`config.mk`:
```
export PLATFORM = sky130hd
export DESIGN_NAME = shop_arb_v
export DESIGN_NICKNAME = d
export VERILOG_FILES = /design/src/rtl/shop_arb_v.sv
export SDC_FILE = /design/constraint.sdc
export NUM_CORES = 1
export LEC_CHECK = 0
export BUFFER_PORTS_ARGS = -buffer_cell sky130_fd_sc_hd__buf_2
export CELL_PAD_IN_SITES_DETAIL_PLACEMENT = 2
export CELL_PAD_IN_SITES_GLOBAL_PLACEMENT = 2
export CORE_ASPECT_RATIO = 1.1
export CORE_MARGIN = 2
export CORE_UTILIZATION = 30
export DETAILED_ROUTE_END_ITERATION = 12
export PLACE_DENSITY = 0.93
export SYNTH_ARGS = -nofsm -noshare
export SYNTH_HDL_FRONTEND = slang
export SYNTH_SLANG_ARGS = --single-unit
```
`constraint.sdc`:
```
create_clock -name i_clk -period 2.5 [get_ports i_clk]
set_clock_uncertainty 0.05 [all_clocks]
set_input_delay 0.125 -clock i_clk [delete_from_list [all_inputs] [get_ports i_clk]]
set_output_delay 0.125 -clock i_clk [all_outputs]
set_load 0.05 [all_outputs]
```
`src/rtl/shop_arb_v.sv`:
```
// Round-robin arbiter sharing one combinational shop_v unit among NUM_REQ requesters.
// Optional macro SHOP_ARB_PRIO0_EN: requester 0 gets fixed top priority, the rest round-robin.
module shop_arb_v #(
    parameter int NUM_REQ = 4,
    parameter int ID_W    = 2
) (
    input  logic                 i_clk,
    input  logic                 i_rst_n,
    input  logic [NUM_REQ-1:0]   i_req,
    input  logic [NUM_REQ-1:0]   i_a,
    input  logic [NUM_REQ-1:0]   i_b,
    input  logic [NUM_REQ-1:0]   i_c,
    input  logic [2*NUM_REQ-1:0] i_code,
    output logic [NUM_REQ-1:0]   o_gnt,
    output logic                 o_shop_a,
    output logic                 o_shop_b,
    output logic                 o_shop_c,
    output logic [1:0]           o_shop_code,
    input  logic                 i_shop_f,
    output logic                 o_vld,
    output logic [ID_W-1:0]      o_id,
    output logic                 o_f
);

    localparam int PTR_W = (NUM_REQ > 1) ? $clog2(NUM_REQ) : 1;

    typedef enum logic [1:0] {
        IDLE = 2'd0,
        EXEC = 2'd1,
        DONE = 2'd2
    } state_t;

    state_t             r_state;
    state_t             w_state_nxt;
    logic [PTR_W-1:0]   r_ptr;
    logic [PTR_W-1:0]   r_win;
    logic [PTR_W-1:0]   w_win;
    logic [PTR_W-1:0]   w_cand;
    logic [PTR_W-1:0]   w_ptr_nxt;
    logic [PTR_W:0]     w_code_lsb;
    logic [NUM_REQ-1:0] w_elig;
    logic               w_any;
    logic               w_grant;

    // Winner search: first eligible request at or above ptr, wrapping.
    // NOTE: every variable gets a default at the top of always_comb so no path leaves it unassigned (no latch).
    always_comb begin
        w_elig = i_req;
        w_any  = 1'b0;
        w_win  = '0;
        w_cand = '0;
`ifdef SHOP_ARB_PRIO0_EN
        w_elig[0] = 1'b0;
`endif
        for (int i = 0; i < NUM_REQ; i++) begin
            w_cand = PTR_W'((int'(r_ptr) + i) % NUM_REQ);
            if (!w_any && w_elig[w_cand]) begin
                w_any = 1'b1;
                w_win = w_cand;
            end
        end
`ifdef SHOP_ARB_PRIO0_EN
        if (i_req[0]) begin
            w_any = 1'b1;
            w_win = '0;
        end
`endif
    end

    assign w_code_lsb = {w_win, 1'b0};
    assign w_grant    = (r_state == IDLE) && w_any;

`ifdef SHOP_ARB_PRIO0_EN
    // Requester 0 wins by priority, so it must not disturb the rotation of the others.
    assign w_ptr_nxt = (r_win == '0) ? r_ptr :
                       (r_win == PTR_W'(NUM_REQ - 1)) ? '0 : r_win + 1'b1;
`else
    assign w_ptr_nxt = (r_win == PTR_W'(NUM_REQ - 1)) ? '0 : r_win + 1'b1;
`endif

    always_comb begin
        w_state_nxt = r_state;
        o_gnt       = '0;
        o_vld       = 1'b0;
        case (r_state)
            IDLE: begin
                // Gated by reset so the grant output is also quiet while reset is held.
                if (w_any && i_rst_n) begin
                    o_gnt[w_win] = 1'b1;
                end
                if (w_any) begin
                    w_state_nxt = EXEC;
                end
            end
            EXEC: w_state_nxt = DONE;
            DONE: begin
                o_vld       = 1'b1;
                w_state_nxt = IDLE;
            end
            default: w_state_nxt = IDLE;
        endcase
    end

    // NOTE: sequential state uses non-blocking assignments so all registers update from pre-edge values.
    always_ff @(posedge i_clk or negedge i_rst_n) begin
        if (!i_rst_n) begin
            r_state <= IDLE;
        end else begin
            r_state <= w_state_nxt;
        end
    end

    always_ff @(posedge i_clk or negedge i_rst_n) begin
        if (!i_rst_n) begin
            r_ptr       <= '0;
            r_win       <= '0;
            o_shop_a    <= 1'b0;
            o_shop_b    <= 1'b0;
            o_shop_c    <= 1'b0;
            o_shop_code <= 2'b00;
            o_f         <= 1'b0;
            o_id        <= '0;
        end else begin
            if (w_grant) begin
                r_win       <= w_win;
                o_shop_a    <= i_a[w_win];
                o_shop_b    <= i_b[w_win];
                o_shop_c    <= i_c[w_win];
                o_shop_code <= i_code[w_code_lsb +: 2];
            end
            if (r_state == EXEC) begin
                o_f  <= i_shop_f;
                o_id <= ID_W'(r_win);
            end
            if (r_state == DONE) begin
                r_ptr <= w_ptr_nxt;
            end
        end
    end

endmodule
```
# Yosys cells after proc, flatten, opt, wreduce, memory -nomap -nowiden
# Index checks and enable logic that the tools add are counted.
word_totals:
  register_bits: 14
  latch_bits: 0
  ramBits: 0
  mem_bits_ro: 0
  elab_cells: 64
  memories: 0
classes:
  n_addsub: 4
  n_mul: 0
  n_div: 0
  n_lt_le_gt_ge: 6
  n_eq_ne: 4
  shifts: 1
  mux: 30
  bitwise: 0
  n_reduce_logical: 10
ops:
  columns: ["cell", "count"]
  rows:
  - ["2-bit by 3-bit < comparator with 1-bit output (second input constant)", 5]
  - ["1-bit binary-select mux with 2-bit select", 7]
  - ["1-bit 2-to-1 mux", 13]
  - ["2-bit 2-to-1 mux", 6]
  - ["4-bit 2-to-1 mux", 2]
  - ["8-bit by 4-bit indexed part select with 2-bit output", 1]
  - ["1-bit logical AND", 6]
  - ["2-bit by 1-bit adder with 2-bit output (second input constant)", 2]
  - ["2-bit adder (second input constant)", 2]
  - ["2-bit == test (second input constant)", 2]
  - ["2-bit one-hot mux with 2 select lines", 1]
  - ["1-bit logical NOT", 3]
  - ["1-bit demux with 2-bit select", 1]
  - ["2-bit by 1-bit == test with 1-bit output (second input constant)", 1]
  - ["2-bit by 1-bit >= comparator with 1-bit output (second input constant)", 1]
  - ["2-bit logical NOT", 1]
  - ["2-bit != test (second input constant)", 1]

# Longest topological paths before layout
# Gate-level depths: netlist of the first run.
logic_depth:
  depth_word: 18
  mapped_depth: 6
  depth_no_buf: 5

# Worst setup path before layout of the first run
# No wires, ideal clock.
synth_timing:
  path_kind: "register -> output"
  startpoint: "register r_state[1]"
  endpoint: "output port o_gnt[0]"
  t_arrival_ns: 1.822
  required_ns: 2.325
  path_slack_ns: 0.503
  stages_incl_launch_ff: 6
  path_buffers: 1
  cell_sequence: "dfrtp_1 > or3_1 > buf_6 > bufinv_8 > nand3_1 > nor2_1"
synth_via:
  elab_chain_len: 2
synth_rtl:
  columns: ["item", "line", "source"]
  rows:
  - ["start: declaration", "33", "state_t r_state;"]
  - ["start signal: assignment", "109", "r_state <= w_state_nxt;"]
  - ["2-bit logical NOT", "85", "case (r_state)"]
  - ["4-bit 2-to-1 mux", "85", null]
  - ["end: declaration", "14", "output logic [NUM_REQ-1:0] o_gnt,"]
# Every way passes these cells.

# Worst setup path after layout of the first run
layout_timing:
  startpoint: "register r_ptr[0]"
  endpoint: "output port o_gnt[3]"
layout_via:
  elab_chain_len: 18
  elab_cells_between_ends: 33
layout_rtl:
  columns: ["item", "line", "source"]
  rows:
  - ["start: declaration", "35", "logic [PTR_W-1:0] r_ptr;"]
  - ["start signal: assignment", "136", "r_ptr <= w_ptr_nxt;"]
  - ["branches (longest 16 deep; another with 2-bit by 3-bit < comparator with 1-bit output)", null, null]
  - ["4-bit 2-to-1 mux *", "88", "if (w_any && i_rst_n) begin"]
  - ["4-bit 2-to-1 mux *", "85", null]
# Every way passes the cells marked *. The select of a mux whose other input is x is not followed.

==> summary.txt, run 1 <==
CTS
  • Htree depth: 1
  • Post-CTS Setup Bufs: 0
  • Clk sinks: 14
  • CTS Buf Count: 3
  • CTS resizes: 0
  • TritonCTS clock tree: done
  • Clock latency on the worst-skew pair: about 300 ps
  • Cts hold-fix bufs: 1
  • CTS root buf: clkbuf_4
  • CTS clk-pin slew, worst paths: around 100 ps
  • Max clock buf depth: 2

Job
  • Max-cap violation count: 0

Die
  • Area of the die: about 3600 um2
  • Initial cell density of the core: 0.3095
  • Num rows: 21
  • Die Width: roughly 57 um
  • Die outline height: approximately 62 um
  • Top Ports: 40
  • Core Box Area: about 3000 um2

Setup path
  • Worst Setup SP: r_ptr[0]
  • Setup crit end kind: primary output
  • CP endpoint: o_gnt[3]
  • Startpoint types: flip-flop
  • Reg2reg start: r_ptr[1]
  • CP max FO: 8
  • Arrival time worst endpoint: about 2000 ps
  • Crit path required time: about 2300 ps
  • WS Path Type: reg2out
  • Setup slack, reg-to-reg: between 600 and 700 ps
  • Worst reg2reg path endpoint: o_shop_code[0]
  • Worst r2r path cells: 5

Timing
  • Final Cycle Share: 0.8696
  • Post-layout min period: between 2000 and 2500 ps
  • Slew Viols, Final: 0
  • Slew margin rel.: 0.7062
  • Post-route setup TNS: 0 ps
  • Final hold violations: 0
  • Slew of the pin with the lowest slew margin: 436.7 ps
  • RSZ-0062 raised after global routing: no
  • Peak Freq: around 460 MHz
  • Setup violations, final: 0

Synth
  • Top-count cell post-synth: dfrtp_1
  • Synth area leader: dfrtp_1
  • Yosys top cell area share: 0.3779
  • Post-synth EDFFs: 0
  • YS warnings: 0
  • Seq cells post-synth: 14
  • Syn Nets: about 110
  • Count of cell types in the netlist: 33
  • Synth async-reset ratio: 1.000
  • Cell count after synthesis: 83
  • Mapped cell area: between 900 and 1000 um2
  • Seq/Total Area, Yosys: 0.3779
  • Synthesized area per cell: approximately 11 um2
  • Synth cell count leaders: dfrtp_1, nor2_1, mux2i_1
  • Area contributors post-synth: dfrtp_1, a2111oi_2, a211oi_2
  • Post-synth top flop: dfrtp_1

Placement
  • Gpl congestion: just over 0.7
  • IO Port Bufs: 39
  • DPL Wire Length: about 2300 um

Detailed routing
  • Drt drc: 0
  • Remaining antenna violation count: 0
  • Routed vias: 870
  • Drt pass-1 iters: 4
  • Drt total wl: just over 3000 um
  • Detailed Route Iter0 Violations: 8
  • DR WL/cell: 19.34 um
  • Vias per cell: ~5.4

Power and ir drop
  • Power, Total: 0.001702 W
  • Maximum vdd drop: roughly 0.61 mV
  • Leakage: about 0.57 nW
  • PD cells: around 1400 nW/um2

GRT
  • First-pass GRT wire length: just over 5000 um
  • Total grt overflow: 0
  • Vias in the first global route: 1011
  • Initial antenna violation count: 0
  • Pin count of the biggest net entering global routing: 17
  • Total global-route track usage: 0.1928

Finish
  • Final #Nets: approximately 160
  • Area delta synth->final: 29.69%
  • # diodes: 0
  • Share of layout cells above drive strength 1: 0.5238
  • FILL cells: approximately 350

Min path
  • Worst Hold Class: in2reg

Run status
  • Status: complete, no violations
-- power by group --
part | internal [W] | switching, W | leakage [nW]
logic | 0.000389 | 0.000687 | 0.385
registers | 0.000341 | 0.000102 | 0.166
clock network | 0.0000890 | 0.0000947 | 0.0210
-- cells by family after synthesis --
family                     count (synthesis)  share of synthesized area
AOI/OAI and AO/OA                         22                     0.2605
adders and majority gates                  1                    0.01349
buffers and inverters                      5                    0.04453
and+or+nand+nor                           31                     0.1903
muxes                                     10                     0.1134
DFF                                       14                     0.3779
-- routing by layer --
metal | global-route usage | part of all wire | vias to the layer above
li1 | - | - | 395
met1 | 0.1930 | 0.35 | 434
met2 | 0.3621 | 0.57 | 31
met3 | 0.02708 | 0.047 | 10
met4 | 0.1163 | 0.034 | 0
met5 | 0 | 0 | -
-- stage by stage --
| stage | cells | setup WS (ps) | hold WS [ps] | util | instance area (um2) |
|---|---|---|---|---|---|
| after floorplan | 83 | 503.3 | -220.6 | - | 927.1 |
| after global placement | 155 | 769.4 | -0.08943 | 0.3860 | 1156 |
| after detailed placement | 155 | 653.0 | 11.56 | 0.3860 | 1156 |
| after CTS | 160 | 297.3 | 19.72 | 0.4014 | 1202 |
| after global routing | 160 | 195.6 | 19.98 | 0.4014 | 1202 |
| final | 160 | 325.9 | 16.65 | 0.4014 | 1202 |
-- registers in the layout (all words and copies together), names as in the netlist --
register	flops
o_id	2
o_shop_c	1
o_shop_code	2
r_win	2
r_state	2
o_shop_b	1
o_shop_a	1
r_ptr	2
o_f	1
-- cell type report --
type / instances / area (um2) / area share
Multi-Input combinational cell: 64 / 535.5 / 0.4454
Sequential cell: 14 / 350.3 / 0.2914
Timing Repair Buffer: 41 / 212.7 / 0.1769
Tap cell: 34 / 42.54 / 0.03538
Clock buffer: 4 / 36.28 / 0.03018
Inverter: 3 / 25.02 / 0.02081
-- worst min path at each step --
stage,slack (ps),cells past startpoint,startpoint,endpoint
6_report,20,2,i_shop_f,o_f
5_1_grt,20,2,i_shop_f,o_f
4_1_cts,20,2,i_shop_f,o_f
3_5_place_dp,10,1,i_rst_n,o_shop_c
3_3_place_gp,-0.09,1,i_rst_n,o_shop_c
2_1_floorplan,-220,0,i_rst_n,o_f
-- placed cells by master (no fill, tap or decap), types with 2 or more instances in the layout --
cell       synthesis  final
a21oi_1            2      2
nor2_1            12     12
nand2_1            3      3
inv_1              2      2
mux2i_1            6      6
buf_2              1     39
a2111oi_2          5      5
mux2_2             4      4
a21o_1             2      2
clkbuf_4           0      3
a211oi_2           5      5
dfrtp_1           14     14
nand3_1            2      2
a21boi_0           5      5
-- critical path: stages, from the launching register on --
cell and delay [ps]:
dfrtp_1 510, mux2i_1 180, a2bb2oi_4 270, and2_4 250
nand3_1 110, nor2_1 110, buf_2 270
(Power assumes the default switching activity.)
==> run 2, diff against run 1 <==
--- a/config.mk
+++ b/config.mk
@@ -5,12 +5,13 @@
 export SDC_FILE = /design/constraint.sdc
 export NUM_CORES = 1
 export LEC_CHECK = 0
+export ABC_AREA = 1
 export BUFFER_PORTS_ARGS = -buffer_cell sky130_fd_sc_hd__buf_2
 export CELL_PAD_IN_SITES_DETAIL_PLACEMENT = 2
 export CELL_PAD_IN_SITES_GLOBAL_PLACEMENT = 2
 export CORE_ASPECT_RATIO = 1.1
 export CORE_MARGIN = 2
-export CORE_UTILIZATION = 30
+export CORE_UTILIZATION = 25
 export DETAILED_ROUTE_END_ITERATION = 12
 export PLACE_DENSITY = 0.93
 export SYNTH_ARGS = -nofsm -noshare
==> summary.txt, run 2 <==
Timing
  • Peak Freq: 418.5 MHz (-9.0%)
  • Post-layout min period: 2390 ps (+215.5 ps)
  • Slew Viols, Final: 0 (unchanged)
  • Fin Hold WS: 19.76 ps (+3.113 ps)
  • Setup violations, final: 0 (unchanged)
  • Worst Slack Setup Final: 110.4 ps (-215.5 ps)
  • Slew margin rel.: 0.7399 (+0.03370)
  • Final Cycle Share: 0.9559 (+0.08621)
  • Slew of the pin with the lowest slew margin: 388.7 ps (-47.96 ps)
  • Final hold violations: 0 (unchanged)

Placement
  • Pre-CTS WS: 137.0 ps (-516.0 ps)
  • Gpl congestion: 0.7982 (+12%)
  • IO Port Bufs: 39 (unchanged)
  • DPL Wire Length: 3037 um (+33%)

CTS
  • Clock latency on the worst-skew pair: 260 ps (-40 ps)
  • TritonCTS clock tree: done
  • CTS Buf Count: 3 (unchanged)
  • Htree depth: 1 (unchanged)
  • CTS root buf: clkbuf_8
  • Clk sinks: 14 (unchanged)
  • CTS clk-pin slew, worst paths: 70 ps (-30 ps)
  • Max clock buf depth: 2 (unchanged)

Synth
  • Synthesized area per cell: 6.041 um2 (-46%)
  • Yosys top cell area share: 0.3566 (-0.02125)
  • Top-count cell post-synth: nand2_1
  • Synth async-reset ratio: 1.000 (unchanged)
  • Mapped cell area: 1021 um2 (+10%)
  • Seq/Total Area, Yosys: 0.3431 (-0.03473)
  • YS warnings: 0 (unchanged)
  • Seq cells post-synth: 14 (unchanged)
  • Area contributors post-synth: nand2_1, dfrtp_1, nand3_1
  • Synth area leader: nand2_1
  • Post-synth top flop: dfrtp_1
  • Post-synth EDFFs: 0 (unchanged)
  • Synth cell count leaders: nand2_1, nand3_1, dfrtp_1, inv_1, nor2_1
  • Cell count after synthesis: 169 (+100%)
  • Syn Nets: 197 (+77%)
  • Count of cell types in the netlist: 19 (-42%)

Setup path
  • CP max-delay cell: dfrtp_2
  • Worst path bufs/invs: 4 (+3)
  • Crit path required time: 2330 ps (about the same)
  • Startpoint types: flip-flop
  • Arrival time worst endpoint: 2210 ps (+210 ps)
  • CP max FO: 7 (-1)
  • Crit path cell chain: buf_4, nand2_1, nand3_1, nand2_1, inv_1, nand2_2, or2_1, nand2_4, inv_4, nand2_4, nor3_2, buf_4
  • Max incr delay on CP: 460 ps (-50 ps)
  • Setup crit end kind: primary output
  • WS Path Type: reg2out
  • CP top delay family: simple AND/OR/NAND/NOR gates

Die
  • Core Box Area: 3934 um2 (+31%)
  • Top Ports: 40 (unchanged)
  • Initial cell density of the core: 0.2595 (-0.04998)
  • Area of the die: 4612 um2 (+30%)
  • Die outline height: 71.03 um (+14%)
  • Die Width: 64.93 um (+14%)
  • Num rows: 24 (+14%)

Finish
  • Final #Nets: 247 (+59%)
  • Share of layout cells above drive strength 1: 0.3349 (-0.1889)
  • Final core occ: 0.3693 (-0.03214)
  • # diodes: 0 (unchanged)
  • Area delta synth->final: 42.28%
  • Commonest non-fill, non-tap cells in the layout: nand2_1, buf_2, nand3_1, dfrtp_1, buf_4
  • Commonest non-fill, non-tap cell in the layout: nand2_1

GRT
  • Initial antenna violation count: 0 (unchanged)
  • Total global-route track usage: 0.1854 (-0.007335)
  • Pin count of the biggest net entering global routing: 16 (-1)
  • First-pass GRT wire length: 6651 um (+31%)
  • Vias in the first global route: 1420 (+40%)
  • Total grt overflow: 0 (unchanged)

Detailed routing
  • Drt total wl: 4226 um (+37%)
  • Drt pass-1 iters: 3 (-1)
  • Routed vias: 1244 (+43%)
  • Drt drc: 0 (unchanged)
  • DR WL/cell: 15.65 um (-19%)
  • Detailed Route Iter0 Violations: 19 (+11)
  • Vias per cell: 4.607 (-15%)
  • Remaining antenna violation count: 0 (unchanged)

Run status
  • Status: complete, no violations

Job
  • Max-cap violation count: 0 (unchanged)

Min path
  • Worst Hold Class: in2reg
run 2: changes by cell type after synthesis, moves of 3 or more:
cell       previous run  this run
a211oi_2              5         0
nand2_2               1         5
a21boi_0              5         0
inv_1                 2         7
nand2_1               3        97
nor3_1                0         4
a2111oi_2             5         0
mux2_2                4         0
o21ai_1               0         3
mux2i_1               6         0
nor2_1               12         6
nand3_1               2        16
inv_2                 0         5
run 2: what timing repair did:
item,in CTS,in global routing
cloned,0,0
endpoints found under the hold margin,14,0
buffers inserted,3,2
resized for setup,6,13
hold buffers,1,0
setup endpoints to repair,4,4
run 2: path summary, 6_finish.rpt:
check / startpoint / to / slack [ps] / depth (start not counted)
min reg2reg: o_f / o_f / 430 / 2
max: r_ptr[0] / o_gnt[1] / 110 / 12
max reg2reg: r_ptr[0] / o_shop_a / 290 / 15
min: i_shop_f / o_f / 20 / 3
max in group asynchronous: i_rst_n / r_ptr[0] / 1820 / 2
min in group asynchronous: i_rst_n / o_id[1] / 280 / 2
run 2: stage by stage:
stage / instances / area (um2) / TNS, ps
after floorplan: 169 / 1021 / -95.64
after global placement: 260 / 1280 / 0
after detailed placement: 260 / 1280 / 0
after CTS: 268 / 1381 / 0
after global routing: 270 / 1453 / -94.26
final: 270 / 1453 / 0
run 2: cell type report:
type	count	area (um2)
Fill cell	515	2481
Multi-Input combinational cell	139	644.4
Sequential cell	14	351.6
Timing Repair Buffer	49	286.5
Tap cell	52	65.06
Clock buffer	4	55.05
Inverter	12	50.05
run 2: metal layers:
layer  up-vias  part of all wire  track usage
li1        619                 -            -
met1       585              0.40       0.2214
met2        33              0.55       0.3345
met3         7             0.030      0.02067
met4         0             0.016      0.07565
met5         -                 0            0
run 2: cells by family (layout without fill, tap and decap cells):
| group | after synthesis | after routing | synth area share |
|---|---|---|---|
| simple gates | 132 | 132 | 0.5405 |
| compound gates | 6 | 6 | 0.02940 |
| flops | 14 | 14 | 0.3431 |
| buf+inv | 16 | 65 | 0.07475 |
| fa+ha+maj | 1 | 1 | 0.01225 |
run 2: worst register-to-register path, delay by kind of cell, from the launching register on:
kind	cells	cell delay [ps]
buffers and inverters	2	330
AND/OR/NAND/NOR	13	1260
flip-flops	1	460
Power of run 2 is left out: the tool's default activity adds up to more than one toggle a clock period on the data nets, which glitch-free logic cannot reach.
==> run 3, diff against run 2 <==
==> config.mk (replaced) <==
export PLATFORM = sky130hd
export DESIGN_NAME = shop_arb_v
export DESIGN_NICKNAME = d
export VERILOG_FILES = /design/src/rtl/shop_arb_v.sv
export SDC_FILE = /design/constraint.sdc
export NUM_CORES = 1
export LEC_CHECK = 0
export ABC_AREA = 1
export BUFFER_PORTS_ARGS = -buffer_cell sky130_fd_sc_hd__buf_2
export CELL_PAD_IN_SITES_DETAIL_PLACEMENT = 0
export CELL_PAD_IN_SITES_GLOBAL_PLACEMENT = 1
export CORE_ASPECT_RATIO = 1.1
export CORE_MARGIN = 2
export CORE_UTILIZATION = 34
export DETAILED_ROUTE_END_ITERATION = 12
export PLACE_DENSITY = 0.94
export SYNTH_ARGS = -nofsm -noshare
export SYNTH_HDL_FRONTEND = slang
export SYNTH_SLANG_ARGS = --single-unit
==> summary.txt, run 3 (synthesis results as in run 2) <==
Run status
  • Status: complete, no violations

Die
  • Area of the die: 3458 um2 (-25%)
  • Initial cell density of the core: 0.3643 (+0.1047)
  • Die outline height: 61.48 um (-13%)
  • Num rows: 20 (-17%)
  • Die Width: 56.25 um (-13%)
  • Top Ports: 40 (unchanged)
  • Core Box Area: 2803 um2 (-29%)

Finish
  • # diodes: 0 (unchanged)
  • Commonest non-fill, non-tap cells in the layout: nand2_1, buf_2, nand3_1, dfrtp_1, buf_4
  • Share of layout cells above drive strength 1: 0.2982 (-0.03670)
  • Final #Nets: 247 (unchanged)
  • FILL cells: 313 (-39%)
  • Commonest non-fill, non-tap cell in the layout: nand2_1
  • Area delta synth->final: 32.60%

CTS
  • Clk sinks: 14 (unchanged)
  • Htree depth: 1 (unchanged)
  • Max clock buf depth: 2 (unchanged)
  • TritonCTS clock tree: done
  • CTS root buf: clkbuf_4
  • CTS Buf Count: 3 (unchanged)
  • CTS clk-pin slew, worst paths: 90 ps (+20 ps)
  • Clock latency on the worst-skew pair: 280 ps (+20 ps)

Timing
  • Setup violations, final: 0 (unchanged)
  • Post-layout min period: 2368 ps (-22.03 ps)
  • Worst Slack Setup Final: 132.4 ps (+22.03 ps)
  • Peak Freq: 422.4 MHz (+0.93%)
  • RSZ-0062 raised after global routing: yes
  • Final Cycle Share: 0.9470 (-0.008810)
  • Slew margin rel.: 0.7702 (+0.03035)
  • Slew Viols, Final: 0 (unchanged)
  • Final hold violations: 0 (unchanged)
  • Slew of the pin with the lowest slew margin: 344.6 ps (-44.09 ps)

Detailed routing
  • DR top layer: met4
  • Length of routed met3 wiring: 168 um (+33%)
  • WL met2: 1169 um (-50%)
  • Drt total wl: 2530 um (-40%)
  • Drt pass-1 iters: 4 (+1)
  • M1 wire length: 1184 um (-31%)
  • Routed vias: 1120 (-10%)
  • Drt drc: 0 (unchanged)
  • DR WL/cell: 10.08 um (-36%)
  • Remaining antenna violation count: 0 (unchanged)
  • Vias per cell: 4.462 (-3.2%)
  • Detailed Route Iter0 Violations: 19 (unchanged)

Setup path
  • Setup slack, reg-to-reg: 500 ps (+210 ps)
  • Worst r2r path cells: 15 (unchanged)
  • WS Path Type: reg2out
  • Startpoint types: flip-flop
  • Crit path required time: 2330 ps (about the same)
  • Worst reg2reg path endpoint: o_shop_c
  • Setup crit end kind: primary output
  • Worst Setup SP: r_ptr[0]
  • CP max FO: 7 (unchanged)
  • Reg2reg start: r_ptr[0]
  • Arrival time worst endpoint: 2190 ps (-20 ps)

Job
  • Max-cap violation count: 0 (unchanged)

Min path
  • Min-delay src: i_code[0]
  • Worst Hold Class: in2reg
  • Worst Hold Depth: 7 (+4)
  • Hold path endpoint: o_shop_code[0]

GRT
  • Pin count of the biggest net entering global routing: 16 (unchanged)
  • Initial antenna violation count: 0 (unchanged)
  • Vias in the first global route: 1073 (-24%)
  • First-pass GRT wire length: 4457 um (-33%)
  • Total grt overflow: 0 (unchanged)
  • Total global-route track usage: 0.1624 (-0.02299)

Placement
  • Pre-CTS WS: 312.2 ps (+175.2 ps)
  • IO Port Bufs: 39 (unchanged)
  • DPL Wire Length: 1952 um (-36%)
  • Gpl congestion: 0.8818 (+10%)
==> run 3: cell count changes in the layout (fill, tap and decap cells not counted), moves of 2 or more <==
cell | before | now
clkbuf_4 | 0 | 3
clkbuf_8 | 4 | 1
nand2_4 | 2 | 0
nor2_4 | 3 | 1
nor3_1 | 0 | 4
nor3_2 | 4 | 0
==> run 3: worst max path at each step <==
stage / end
floorplan: o_gnt[0]
global placement: o_gnt[0]
detailed placement: o_gnt[0]
CTS: o_gnt[0]
global route: o_gnt[1]
finish: o_gnt[0]
==> run 3: repair_timing <==
item | 4_1_cts | 5_1_grt
endpoints found under the hold margin | 15 | 0
hold buffers | 2 | 0
endpoints found under the setup margin | 1 | 4
setup buffers | 0 | 4
pin swaps | 0 | 1
gates resized for setup | 1 | 9
==> run 3: layout make-up <==
cell class,count,area [um2],share of cell area
repair buffers,49,282.8,0.2089
well taps,33,41.29,0.03050
clock buffers,4,36.28,0.02680
multi-input cells,139,594.3,0.4390
flip-flops and latches,14,351.6,0.2597
inverters,12,47.55,0.03512
==> run 3: metal layers <==
layer | vias to the layer above | track usage
li1 | 622 | -
met1 | 458 | 0.2000
met2 | 37 | 0.2908
met3 | 3 | 0.04622
met4 | 0 | 0.03061
met5 | - | 0
==> run 3: critical path, stage by stage, from the launching register on <==
cell	delay (ps)
dfrtp_2	460
clkbuf_2	170
nand2_1	100
nand3_1	100
nand2_2	90
nor2_1	60
nand2_1	50
nand3_1	120
nor2_4	210
inv_2	90
nor3_1	220
buf_4	240
==> run 3: per-stage QoR <==
stage	cell area, um2	setup TNS [ps]	utilization	instances	hold WS [ps]
6_report	1354	0	0.4830	251	179.3
5_1_grt	1354	-70.88	0.4830	251	210.7
4_1_cts	1314	0	0.4688	247	169.8
3_5_place_dp	1256	0	0.4482	241	4.257
3_3_place_gp	1256	0	0.4482	241	-1.559
2_1_floorplan	1021	-95.64	-	169	-220.6
Power of run 3 is left out for the same reason.
